**config.mk**
```make
export PLATFORM = sky130hd
export DESIGN_NAME = store_split_queue
export DESIGN_NICKNAME = d
export VERILOG_FILES = /design/src/rtl/store_split_queue_pkg.sv /design/src/rtl/store_split_queue_align.sv /design/src/rtl/store_split_queue.sv
export SDC_FILE = /design/constraint.sdc
export NUM_CORES = 1
export LEC_CHECK = 0
export ABC_CLOCK_PERIOD_IN_PS = 8100
export BUFFER_PORTS_ARGS = -buffer_cell sky130_fd_sc_hd__buf_2
export CORE_MARGIN = 3
export CORE_UTILIZATION = 30
export DETAILED_ROUTE_END_ITERATION = 12
export RECOVER_POWER = 100
export SETUP_SLACK_MARGIN = 0.1
export SLEW_MARGIN = 40
export SYNTH_ARGS = -nofsm -noshare
export SYNTH_HDL_FRONTEND = slang
export SYNTH_SLANG_ARGS = --single-unit
```
**constraint.sdc**
```tcl
create_clock -name clk -period 8.1 [get_ports clk]
set_input_delay 0.81 -clock clk [delete_from_list [all_inputs] [get_ports clk]]
set_output_delay 0.81 -clock clk [all_outputs]
set_load 0.01 [all_outputs]
```
**src/rtl/store_split_queue_pkg.sv**
```systemverilog
// store_split_queue_pkg
//   Shared types for the store write formatter: access size encoding,
//   beat phase of the head entry, default bus geometry and a size clamp
//   helper used by the lane aligner.
package store_split_queue_pkg;

  typedef enum logic [1:0] {
    MSIZE1 = 2'd0,
    MSIZE2 = 2'd1,
    MSIZE4 = 2'd2,
    MSIZE8 = 2'd3
  } msize_t;

  typedef enum logic {
    FIRST  = 1'b0,
    SECOND = 1'b1
  } beat_e;

  localparam int unsigned DEF_BUS_BYTES = 8;
  localparam int unsigned DEF_OFF_W     = $clog2(DEF_BUS_BYTES);
  localparam int unsigned DEF_DATA_W    = 8 * DEF_BUS_BYTES;

  // Sizes wider than the bus are illegal; they are treated as a full bus word.
  function automatic logic [1:0] clamp_size(input msize_t size, input int unsigned max_log2);
    if (32'(size) > max_log2) return 2'(max_log2);
    return size;
  endfunction

endpackage

```
**src/rtl/store_split_queue_align.sv**
```systemverilog
// store_lane_align
//   Combinational lane aligner for one store. Places the right-justified
//   store bytes at byte offset i_off across a double-width (two bus word)
//   window and reports whether the store spills into the second word.
//   Ports:
//     i_off   byte offset of the store within its bus word
//     i_size  access size (clamped to the bus width)
//     i_data  right-justified store data
//     o_mask2 byte strobe over 2*BUS_BYTES lanes
//     o_data2 lane-aligned data over 2*8*BUS_BYTES bits, unstrobed lanes 0
//     o_cross store occupies lanes of the second bus word
module store_lane_align
  import store_split_queue_pkg::*;
#(
  parameter int unsigned BUS_BYTES = 8
) (
  input  logic [$clog2(BUS_BYTES)-1:0] i_off,
  input  msize_t                       i_size,
  input  logic [8*BUS_BYTES-1:0]       i_data,
  output logic [2*BUS_BYTES-1:0]       o_mask2,
  output logic [16*BUS_BYTES-1:0]      o_data2,
  output logic                         o_cross
);

  localparam int unsigned OFF_W  = $clog2(BUS_BYTES);
  localparam int unsigned DATA_W = 8 * BUS_BYTES;

  logic [1:0]            w_size;
  logic [OFF_W:0]        w_n;
  logic [2*BUS_BYTES-1:0] w_lo_mask;
  logic [DATA_W-1:0]     w_data_m;

  assign w_size = clamp_size(i_size, OFF_W);
  assign w_n    = (OFF_W+1)'(1) << w_size;

  always_comb begin
    w_lo_mask = '0;
    w_data_m  = '0;
    for (int unsigned i = 0; i < BUS_BYTES; i++) begin
      if (i < 32'(w_n)) begin
        w_lo_mask[i]     = 1'b1;
        w_data_m[8*i +: 8] = i_data[8*i +: 8];
      end
    end
  end

  assign o_mask2 = w_lo_mask << i_off;
  assign o_data2 = {DATA_W'(0), w_data_m} << {i_off, 3'b000};
  assign o_cross = ({1'b0, i_off} + w_n) > (OFF_W+1)'(BUS_BYTES);

endmodule

```
**src/rtl/store_split_queue.sv**
```systemverilog
// store_split_queue
//   Store write formatter and buffer between the memory stage and the data
//   bus. Queues store requests in a circular buffer, aligns the head entry
//   onto bus lanes, and emits one beat (or two when the store crosses a
//   bus-word boundary) over a valid/ready handshake.
//   Ports:
//     clk, resetn           clock, asynchronous active-low reset
//     in_valid/in_ready     store request handshake
//     in_addr/data/size     store byte address, right-justified data, size
//     out_valid/out_ready   bus beat handshake
//     out_addr              bus-word-aligned beat address
//     out_data/out_strobe   lane-aligned beat data and byte enables
//     out_last              final beat of the current store
//     busy                  queue non-empty
module store_split_queue
  import store_split_queue_pkg::*;
#(
  parameter int unsigned BUS_BYTES = 8,
  parameter int unsigned DEPTH     = 4,
  parameter int unsigned ADDR_W    = 64
) (
  input  logic                   clk,
  input  logic                   resetn,
  input  logic                   in_valid,
  output logic                   in_ready,
  input  logic [ADDR_W-1:0]      in_addr,
  input  logic [8*BUS_BYTES-1:0] in_data,
  input  msize_t                 in_size,
  output logic                   out_valid,
  input  logic                   out_ready,
  output logic [ADDR_W-1:0]      out_addr,
  output logic [8*BUS_BYTES-1:0] out_data,
  output logic [BUS_BYTES-1:0]   out_strobe,
  output logic                   out_last,
  output logic                   busy
);

  localparam int unsigned OFF_W  = $clog2(BUS_BYTES);
  localparam int unsigned DATA_W = 8 * BUS_BYTES;
  localparam int unsigned PTR_W  = $clog2(DEPTH);

  logic [ADDR_W-1:0] r_addr [DEPTH];
  logic [DATA_W-1:0] r_data [DEPTH];
  msize_t            r_size [DEPTH];

  logic [PTR_W-1:0] r_head;
  logic [PTR_W-1:0] r_tail;
  logic [PTR_W:0]   r_count;
  beat_e            r_beat;
  beat_e            w_beat_nxt;

  logic                   w_push;
  logic                   w_pop;
  logic                   w_accept;
  logic [2*BUS_BYTES-1:0] w_mask2;
  logic [2*DATA_W-1:0]    w_data2;
  logic                   w_cross;
  logic [ADDR_W-1:0]      w_base;

  assign busy      = (r_count != '0);
  assign out_valid = busy;
  assign in_ready  = (r_count != (PTR_W+1)'(DEPTH));
  assign w_push    = in_valid && in_ready;
  assign w_accept  = out_valid && out_ready;
  assign w_pop     = w_accept && out_last;

  // Storage needs no reset: every read is qualified by busy.
  always_ff @(posedge clk) begin
    if (w_push) begin
      r_addr[r_tail] <= in_addr;
      r_data[r_tail] <= in_data;
      r_size[r_tail] <= in_size;
    end
  end

  always_ff @(posedge clk or negedge resetn) begin
    if (!resetn) begin
      r_head  <= '0;
      r_tail  <= '0;
      r_count <= '0;
      r_beat  <= FIRST;
    end else begin
      r_beat <= w_beat_nxt;
      if (w_push) r_tail <= r_tail + 1'b1;
      if (w_pop)  r_head <= r_head + 1'b1;
      if (w_push && !w_pop)      r_count <= r_count + 1'b1;
      else if (!w_push && w_pop) r_count <= r_count - 1'b1;
    end
  end

  always_ff @(posedge clk) begin
    if (resetn && w_push) begin
      assert (32'(in_size) <= OFF_W);
    end
  end

  store_lane_align #(
    .BUS_BYTES(BUS_BYTES)
  ) u_align (
    .i_off  (r_addr[r_head][OFF_W-1:0]),
    .i_size (r_size[r_head]),
    .i_data (r_data[r_head]),
    .o_mask2(w_mask2),
    .o_data2(w_data2),
    .o_cross(w_cross)
  );

  assign w_base = r_addr[r_head] & ~ADDR_W'(BUS_BYTES - 1);

  always_comb begin
    w_beat_nxt = r_beat;
    if (w_accept) begin
      case (r_beat)
        FIRST:   if (w_cross) w_beat_nxt = SECOND;
        SECOND:  w_beat_nxt = FIRST;
        default: w_beat_nxt = FIRST;
      endcase
    end
  end

  always_comb begin
    out_addr   = '0;
    out_data   = '0;
    out_strobe = '0;
    out_last   = 1'b0;
    if (busy) begin
      if (r_beat == FIRST) begin
        out_addr   = w_base;
        out_data   = w_data2[DATA_W-1:0];
        out_strobe = w_mask2[BUS_BYTES-1:0];
        out_last   = !w_cross;
      end else begin
        out_addr   = w_base + ADDR_W'(BUS_BYTES);
        out_data   = w_data2[2*DATA_W-1:DATA_W];
        out_strobe = w_mask2[2*BUS_BYTES-1:BUS_BYTES];
        out_last   = 1'b1;
      end
    end
  end

endmodule

```
### Yosys cells after proc, flatten, opt, wreduce, memory -nomap -nowiden

Memory sizes are Yosys's and may differ from the RTL's.
Index checks and enable logic that the tools add are counted.

* RAM bits: 520
* memories: 3
* register bits: 8
* bits of input ports: 134
* output and inout port bits: 140
* logic and storage cells: 67

* order comparisons: 9
* bitwise operators: 1
* equal/unequal tests: 1
* shifts and indexed selects: 3
* reduce and logical (&&, ||, !) cells: 10
* mux-type cells: 30
* add/sub/neg operators: 6

Memories
* r_addr: depth 4, width 64, read ports 1, clocked after memory_dff 0, wr ports 1, line store_split_queue.sv:42 `logic [ADDR_W-1:0] r_addr [DEPTH];`
* r_data: depth 4, width 64, read ports 1, clocked after memory_dff 0, wr ports 1, line store_split_queue.sv:43 `logic [DATA_W-1:0] r_data [DEPTH];`
* r_size: depth 4, width 2, read ports 1, clocked after memory_dff 0, wr ports 1, line store_split_queue.sv:44 `msize_t r_size [DEPTH];`

Operators by type and width (number)
* $mux 64: 4
* $shl 64x6->128: 1
* $mux 8: 10
* $add 64x4->64 const B: 1
* $lt 3x4->1 const A: 4
* $shl 8x3->16: 1
* $mux 1: 13
* $lt 1x4->1 const A: 2
* $lt 2x4->1 const A: 2
* $mux 3: 2
* $logic_and 1x1->1: 5
* $add 2x1->2 const B: 2
* $add 3x4->4: 1
* $gt 4x4->1 const B: 1
* $shl 1x2->4 const A: 1
* $add 3x1->3 const B: 1
* $logic_not 1->1: 3
* $ne 3x3->1 const B: 1
* $reduce_bool 3->1: 1
* $sub 3x1->3 const B: 1
* $pmux 1 s2: 1
* $reduce_bool 2->1: 1
* $not 1->1: 1

### Depth between registers and ports, before layout

Gate-level depths: netlist of the first run.
An unclocked memory read counts as a cell.

* depth after elaboration: 11
* gate-level depth with buffers: 22
* mapped depth without buffers: 16

### Hierarchy

A second synthesis of the first run with hierarchy kept.

* cell total of the unflattened synthesis: 1655
* area, all modules: 25095.3 um^2

Modules (own cells, without submodules)
* store_split_queue: cells each 1165, times used 1, area an instance 22118.7 um^2, sequential area each 15815.2 um^2
* store_lane_align: cells each 490, times used 1, area an instance 2976.6 um^2, sequential area each 0.0 um^2

### Worst setup path after synthesis of the first run

OpenSTA, ideal clock, no wires.

* path kind: input to register
* from: in in_valid
* to: mem r_addr[1][0] (enable)
* required time: 7.595 ns
* setup time: 0.505 ns
* path buffers: 0
* arrival time: 3.852 ns
* slack: 3.743 ns
* cell stages on the path: 1
* path through: and3_1

* cells in the longest elaborated chain, start to end: 3

Ends and longest elaborated chain
* start, declared: line store_split_queue.sv:24 `input logic in_valid,`
* $logic_and 1x1->1: line store_split_queue.sv:63 `assign w_push = in_valid && in_ready;`
* $mux 1: line store_split_queue.sv:69 `if (w_push) begin`
* $mux 1 (implied by the code): line store_split_queue.sv:70 `r_addr[r_tail] <= in_addr;`
* end, declared: line store_split_queue.sv:42

Every way passes these cells.

### Worst setup path after layout of the first run

* from: reg r_head[1]
* to: out out_data[48]

* cells in the longest elaborated chain, start to end: 7
* elaborated cells on any way between the ends: 23
* those cells by class: order compare: 8; shift: 2; mux: 10; memory: 3

Ends and longest elaborated chain
* start, declared: line store_split_queue.sv:46 `logic [PTR_W-1:0] r_head;`
* start signal, assigned: line store_split_queue.sv:85 `if (w_pop) r_head <= r_head + 1'b1;`
* $mem_v2 4x2
* $shl 1x2->4: line store_split_queue_align.sv:34 `assign w_n = (OFF_W+1)'(1) << w_size;`
* $lt 1x4->1, or another cell as far along: line store_split_queue_align.sv:40 `if (i < 32'(w_n)) begin`
* $mux 8: line store_split_queue_align.sv:40
* $shl 64x6->128 *: line store_split_queue_align.sv:48 `assign o_data2 = {DATA_W'(0), w_data_m} << {i_off, 3'b000};`
* $mux 64 *: line store_split_queue.sv:127 `if (r_beat == FIRST) begin`
* $mux 64 *: line store_split_queue.sv:126 `if (busy) begin`
* end, declared: line store_split_queue.sv:32 `output logic [8*BUS_BYTES-1:0] out_data,`

Mark *: on every way between the ends. The rest lies on a longest branch, timed or not.

==> qor.yml, run 1 <==
nNetsFinal: 1963
cp_common_cell: "clkbuf_1"
synth_top_cell_by_area: "edfxtp_1"
outcome: "complete, but fails checks"
detail_route.wl_per_cell_um: 24.4
drv_cap: 14
synth_area_um2: 24400
synth.area.top_cells: "edfxtp_1 (64%), mux4_2 (9.7%), mux4_1 (2.5%)"
die_area_um2: 84800
cp-end-kind: "output pin"
htree_levels: 2
ctsResizeCount: 0
synth_compound_area_share_pct: 7.49
syn_to_final_growth_pct: 15.3
cp.buffers_inverters: 4
grt_antenna_before_repair: 9
num-fill-cells: 7661
final_cells: 2921
setup_viol: 0
grt_pass1_vias: 15200
yosysSeqAreaShare_pct: 64.8
max_slew_margin_pct: -92.0
ctsRootBufferMaster: "clkbuf_16"
via_count: 15300
place_congestion: 0.895
viasPerCell: 5.23
clk_pin_slew_worst_paths_ns: 0.06
drt-initial-drc-count: 998
yosysWarnings: 0
period_share_pct: 87.1
io-pin-count: 274
cp_top_family: "buffers and inverters"
synthArstFlopShare_pct: 1.52
final_cell_area_um2: 28200
crit_required_ns: 7.29
fp.dieH_um: 291
synth_top_area_share_pct: 64.0
power.leakage_nw: 8.86
busiest_layer: "met2"
worstSetupStartpointType: "flop"
hp-class: "in2reg"
clock_sinks: 528
syn_inst: 1572
die_x_um: 291
peakVddDrop_uv: 213
drv_slew: 607
ant_nets: 0
rsz0062_at_grt: "no"
clockBufferDepth: 3
violations: "capacitance limit, slew limit"
tightest_slew_ns: 2.88
critPathSlowestCell: "clkbuf_1"
hpwl_mm: 49.4
yosys.cell_types.count: 79
max_stage_delay_ns: 1.57
firstDrtPassIters: 5
synth_top_family_by_area: "multiplexers"
grt_use_met2_pct: 27.5
power.density_nw_per_um2: 435
overflow: 0
synth-simple-area-share_pct: 8.48
finalCriticalPeriod_ns: 7.05
clk_latency_ns: 0.61
synth_adder_area_share_pct: 0.574
core_um2: 79800
cts_tree: "built"
cts_inserted_buffers: 58
fin_setup_tns_ns: 0
syn_avg_cell_area_um2: 15.5
placed_area_um2: 26700
yosys_most_used_dff: "edfxtp_1"
fmax_ghz: 0.142
grt_pass1_wl_mm: 104
hold_viol: 0
dp.cells: 2808
synth_seq_cells: 528
skew_ns: 0.0164
drt_wl_total_mm: 71.2
drc: 0
num_rows: 103
grt.met1_usage_pct: 21.6
grt_use_met3_pct: 3.70
synth_xor_area_share_pct: 1.32
critPathMaxFanout: 35
grt_max_degree: 73
arrival_ns: 6.24
worstPathCellList: "buf_12 -> mux4_2 -> clkinv_1 -> clkbuf_1 -> a22oi_1 -> a221oi_1 -> clkbuf_1"
layout-drive-gt1-share_pct: 15.0
initial_core_util_pct: 30.6
portBuffers: 270
synth-edff-count: 520
cts_setup_buffers: 0
yosys-mux-area-fraction_pct: 14.4
grtUsageTotal_pct: 16.3
path_class: "reg2out"
## layout by cell type (no fill, tap or decap), drive strengths merged, types with 9 or more instances in the layout
| cell | synthesis | routed |
|---|---|---|
| clkinv | 3 | 25 |
| edfxtp | 520 | 520 |
| a22oi | 10 | 10 |
| nor3 | 44 | 44 |
| nor2b | 10 | 10 |
| nand4 | 21 | 21 |
| nand3b | 11 | 11 |
| o21a | 9 | 9 |
| a21oi | 97 | 97 |
| nand2 | 89 | 89 |
| buf | 63 | 34 |
| inv | 18 | 23 |
| xor2 | 20 | 20 |
| or4 | 9 | 9 |
| a2bb2oi | 15 | 15 |
| o21ai | 84 | 84 |
| o22ai | 9 | 9 |
| mux2 | 12 | 12 |
| or3 | 19 | 19 |
| nor2 | 83 | 83 |
| clkbuf | 49 | 338 |
| and3 | 16 | 16 |
| xnor2 | 16 | 16 |
| nand2b | 14 | 14 |
| mux2i | 40 | 40 |
| and2 | 10 | 10 |
| mux4 | 128 | 128 |
| o31ai | 9 | 9 |
| or2 | 11 | 11 |
| nand3 | 37 | 37 |
## kinds of logic (layout without fill, tap and decap cells)
| group | Yosys count | in the layout |
|---|---|---|
| DFF | 528 | 528 |
| and+or+nand+nor | 391 | 391 |
| AOI/OAI and AO/OA | 293 | 293 |
| muxes | 180 | 180 |
| buffers and inverters | 133 | 428 |
| xor gates and xnor gates | 36 | 36 |
| adders and majority gates | 10 | 10 |
| other | 1 | 5 |
## cells in the mapped netlist (8+ instances only)
library cell	n
a211oi_1	8
a21oi_1	97
a221oi_1	8
a22oi_1	10
a2bb2oi_1	15
and2_1	9
and3_1	16
buf_2	30
buf_4	17
clkbuf_1	48
dfrtp_1	8
edfxtp_1	520
ha_1	8
inv_1	17
mux2_2	12
mux2i_1	40
mux4_1	23
mux4_2	105
nand2_1	89
nand2b_1	14
nand3_1	36
nand3b_1	11
nand4_1	19
nor2_1	82
nor2b_1	10
nor3_1	40
o21a_1	9
o21ai_0	81
o21bai_1	8
o221a_2	8
o221ai_1	8
o22a_1	8
o22ai_1	9
o31ai_1	9
or2_2	11
or3_1	19
or4_1	9
xnor2_1	15
xor2_1	20
## report_power, final
group | total, mW | internal [mW] | switching, mW
Sequential | 3.80 | 3.64 | 0.162
Combinational | 5.92 | 1.99 | 3.93
Clock | 2.53 | 1.46 | 1.07
Total | 12.3 | 7.09 | 5.16
## flip-flops by register name (all words and copies together) (netlist names)
register and flops:
r_beat 1, r_tail 2, r_count 3, r_size 8
r_data 256, r_addr 256, r_head 2
## cell type report
class	count	area, µm²	share of cell area (%)
well taps	1050	1310	4.67
inverters	21	80.1	0.284
clock buffers	76	1560	5.54
clock inverters	34	284	1.01
multi-input cells	913	7870	27.9
flip-flops and latches	528	15800	56.2
repair buffers	297	1220	4.35
diodes	2	5.00	0.0178
## timing repair
item / CTS / global route
endpoints found under the setup margin: 0 / 0
hold buffers: 1 / 0
hold endpoints to repair: 7 / 0
## metrics by stage
stage | setup WS, ns | hold slack (ns) | power (mW) | util [%]
floorplan | 3.74 | 0.464 | 7.80 | -
global placement | 2.69 | 0.504 | 9.82 | 33.4
detailed placement | 2.67 | 0.506 | 9.91 | 33.5
CTS | 1.95 | 0.361 | 12.5 | 35.8
global route | 0.841 | 0.427 | 12.9 | 35.3
finish | 1.05 | 0.451 | 12.3 | 35.3
## final timing paths
check                                       startpoint                       to  slack, ns  cells after the start
worst max-delay path             r_head[1]$_DFFE_PN0P_             out_data[48]       1.05                      7
worst min-delay path                        in_data[1]   r_data[3][1]$_DFFE_PP_       0.45                      1
worst max register to register  r_count[0]$_DFFE_PN0P_  r_data[0][37]$_DFFE_PP_       1.70                      5
worst min register to register  r_count[2]$_DFFE_PN0P_   r_count[2]$_DFFE_PN0P_       0.51                      1
max in group asynchronous                       resetn    r_head[0]$_DFFE_PN0P_       7.04                      2
min in group asynchronous                       resetn   r_count[1]$_DFFE_PN0P_       0.70                      2
## layer usage
layer / vias up / wire (µm)
met1: 7774 / 29000
met4: 10 / 1480
met5: - / 70
met3: 94 / 5740
li1: 6806 / -
met2: 580 / 34900
(Power assumes the default switching activity.)
==> run 2: changes to the inputs <==
Settings changed: PLACE_DENSITY from default to 0.55.
==> run 2 against run 1 <==
Against the previous run:
- the flow still finishes with violations (capacitance limit, slew limit)
- sequential cell count stayed put
- power increased by 0.94%
- register-to-register slack is essentially flat
- die area did not move
- clock skew hardly changed
- sequential share of layout area shrank 0.16 points
- via count shrank 1.1%
- core utilization is 0.11 points higher
- first-iteration DRC count up 6.0%
- routed wire length is 0.21% lower
==> qor.yml, run 2 (synthesis gave the netlist of run 1 again) <==
outcome: "complete, but fails checks"
violations: "capacitance limit, slew limit"
finish.utilization_pct: 35.4
clockBufferDepth: 3
fmax_ghz: 0.146
clk_latency_ns: 0.61
skew_ns: 0.0162
syn_to_final_growth_pct: 15.7
hp-class: "in2reg"
core_um2: 79800
initial_core_util_pct: 30.6
period_share_pct: 84.4
reg2reg_to: "r_count[2]$_DFFE_PN0P_"
layout-drive-gt1-share_pct: 14.4
place_congestion: 0.900
portBuffers: 270
critPathMaxFanout: 61
die_x_um: 291
grtUsageTotal_pct: 16.3
via_count: 15100
final_common_cell: "edfxtp_1"
p_int_mw: 7.22
setup_viol: 0
num-fill-cells: 7703
pwr-share-clk_pct: 21.4
multi_input_area_um2: 7870
grt_antenna_before_repair: 16
drt-initial-drc-count: 1058
reg.largest.list: "r_addr x256, r_data x256, r_size x8"
crit_required_ns: 7.29
num_rows: 103
detail_route.wl_per_cell_um: 24.3
cts_tree: "built"
r2r_slack_ns: 1.71
endpoint: "out_last"
comb_power_share_pct: 47.6
io-pin-count: 274
hold_viol: 0
nNetsFinal: 1963
reg2regPathDepth: 17
post-place-ws_ns: 2.44
ant_nets: 0
drv_slew: 604
power_frac_seq_pct: 31.0
rsz0062_at_grt: "no"
grt_pass1_wl_mm: 104
drc: 0
ctsRootBufferMaster: "clkbuf_16"
grt_pass1_vias: 15400
arrival_ns: 6.03
grt_max_degree: 62
fin_setup_tns_ns: 0
drv_cap: 14
htree_levels: 2
swShare_pct: 41.7
tightest_slew_ns: 3.87
final_cell_mix: "edfxtp_1 (520), clkbuf_1 (276), mux4_2 (104)"
max_slew_margin_pct: -158
finalCriticalPeriod_ns: 6.84
ff_latch_area_um2: 15800
peakVddDrop_uv: 217
fp.dieH_um: 291
viasPerCell: 5.16
postLayoutSetupSlackWorst_ns: 1.26
ctsResizeCount: 0
clock_sinks: 528
firstDrtPassIters: 7
clk_pin_slew_worst_paths_ns: 0.06
die_area_um2: 84800
r2r-start: "r_head[0]$_DFFE_PN0P_"
drt_wl_total_mm: 71.1
cts_inserted_buffers: 59
hpwl_mm: 48.9
power.switching_mw: 5.15
critPathLaunch: "r_head[0]$_DFFE_PN0P_"
path_class: "reg2out"
worstSetupStartpointType: "flop"
power.leakage_nw: 8.85
cp-end-kind: "output pin"
power.density_nw_per_um2: 438
overflow: 0
==> run 2: cell count changes in the layout (fill, tap and decap cells not counted), sizes merged <==
cell	previous run	this run
buf	34	28
clkinv	25	28
diode	2	6
clkbuf	338	336
bufinv	3	7
==> run 2: cell type report <==
cell class	instances	share of cell area, %
clock buffer	69	5.44
sequential	528	56.0
tap	1050	4.65
timing repair buffer	296	4.27
inverter	21	0.284
multi-input combinational	913	27.9
clock inverter	41	1.43
antenna	6	0.0532
==> run 2: worst min path at each step <==
stage / startpoint / end / slack (ns) / cells after the start
floorplan: r_count[2]$_DFFE_PN0P_ / r_count[2]$_DFFE_PN0P_ / 0.46 / 1
global placement: r_count[2]$_DFFE_PN0P_ / r_count[2]$_DFFE_PN0P_ / 0.50 / 1
detailed placement: r_count[2]$_DFFE_PN0P_ / r_count[2]$_DFFE_PN0P_ / 0.52 / 1
CTS: in_addr[14] / r_addr[1][14]$_DFFE_PP_ / 0.34 / 1
global route: in_addr[18] / r_addr[0][18]$_DFFE_PP_ / 0.42 / 1
finish: in_addr[56] / r_addr[2][56]$_DFFE_PP_ / 0.45 / 1
==> run 2: power by group through the flow <==
stage,Combinational [mW],Sequential [mW],Clock [mW]
floorplan,4.00,3.80,0
global placement,5.97,3.86,0
detailed placement,6.02,3.89,0
CTS,6.05,3.83,2.74
global route,6.36,3.89,2.86
finish,5.88,3.83,2.65
==> run 2: metal layers <==
| metal | global-route usage [%] | up-vias | share of wire [%] |
|---|---|---|---|
| li1 | - | 6791 | - |
| met3 | 4.39 | 114 | 7.4 |
| met4 | 4.13 | 14 | 2.3 |
| met1 | 21.0 | 7692 | 41 |
| met5 | 0 | - | 0.14 |
| met2 | 27.1 | 484 | 49 |
==> run 2: repair_timing <==
action / in CTS / in global routing
hold buffers: 1 / 0
endpoints found under the hold margin: 8 / 0
buffers inserted: 0 / 0
endpoints found under the setup margin: 0 / 0
==> run 2: worst max-delay path, cell delays in order, from the launching register on <==
cell and delay [ns]:
dfrtp_4 0.85, buf_4 0.60, mux4_2 0.32, clkbuf_1 1.79
nor2_1 0.21, ha_1 0.33, inv_1 0.08, fa_1 0.21
xnor2_2 0.09, xnor2_1 0.15, o311ai_2 0.39, and2_0 0.19
buf_2 0.18
==> run 2: stage by stage <==
step	cells	instance area, µm²	total power [mW]	hold WS, ns
3_5_place_dp	2805	26700	9.91	0.520
5_1_grt	2919	28200	13.1	0.417
6_report	2924	28200	12.4	0.450
3_3_place_gp	2805	26600	9.83	0.500
2_1_floorplan	1574	24400	7.80	0.464
4_1_cts	2916	28600	12.6	0.345
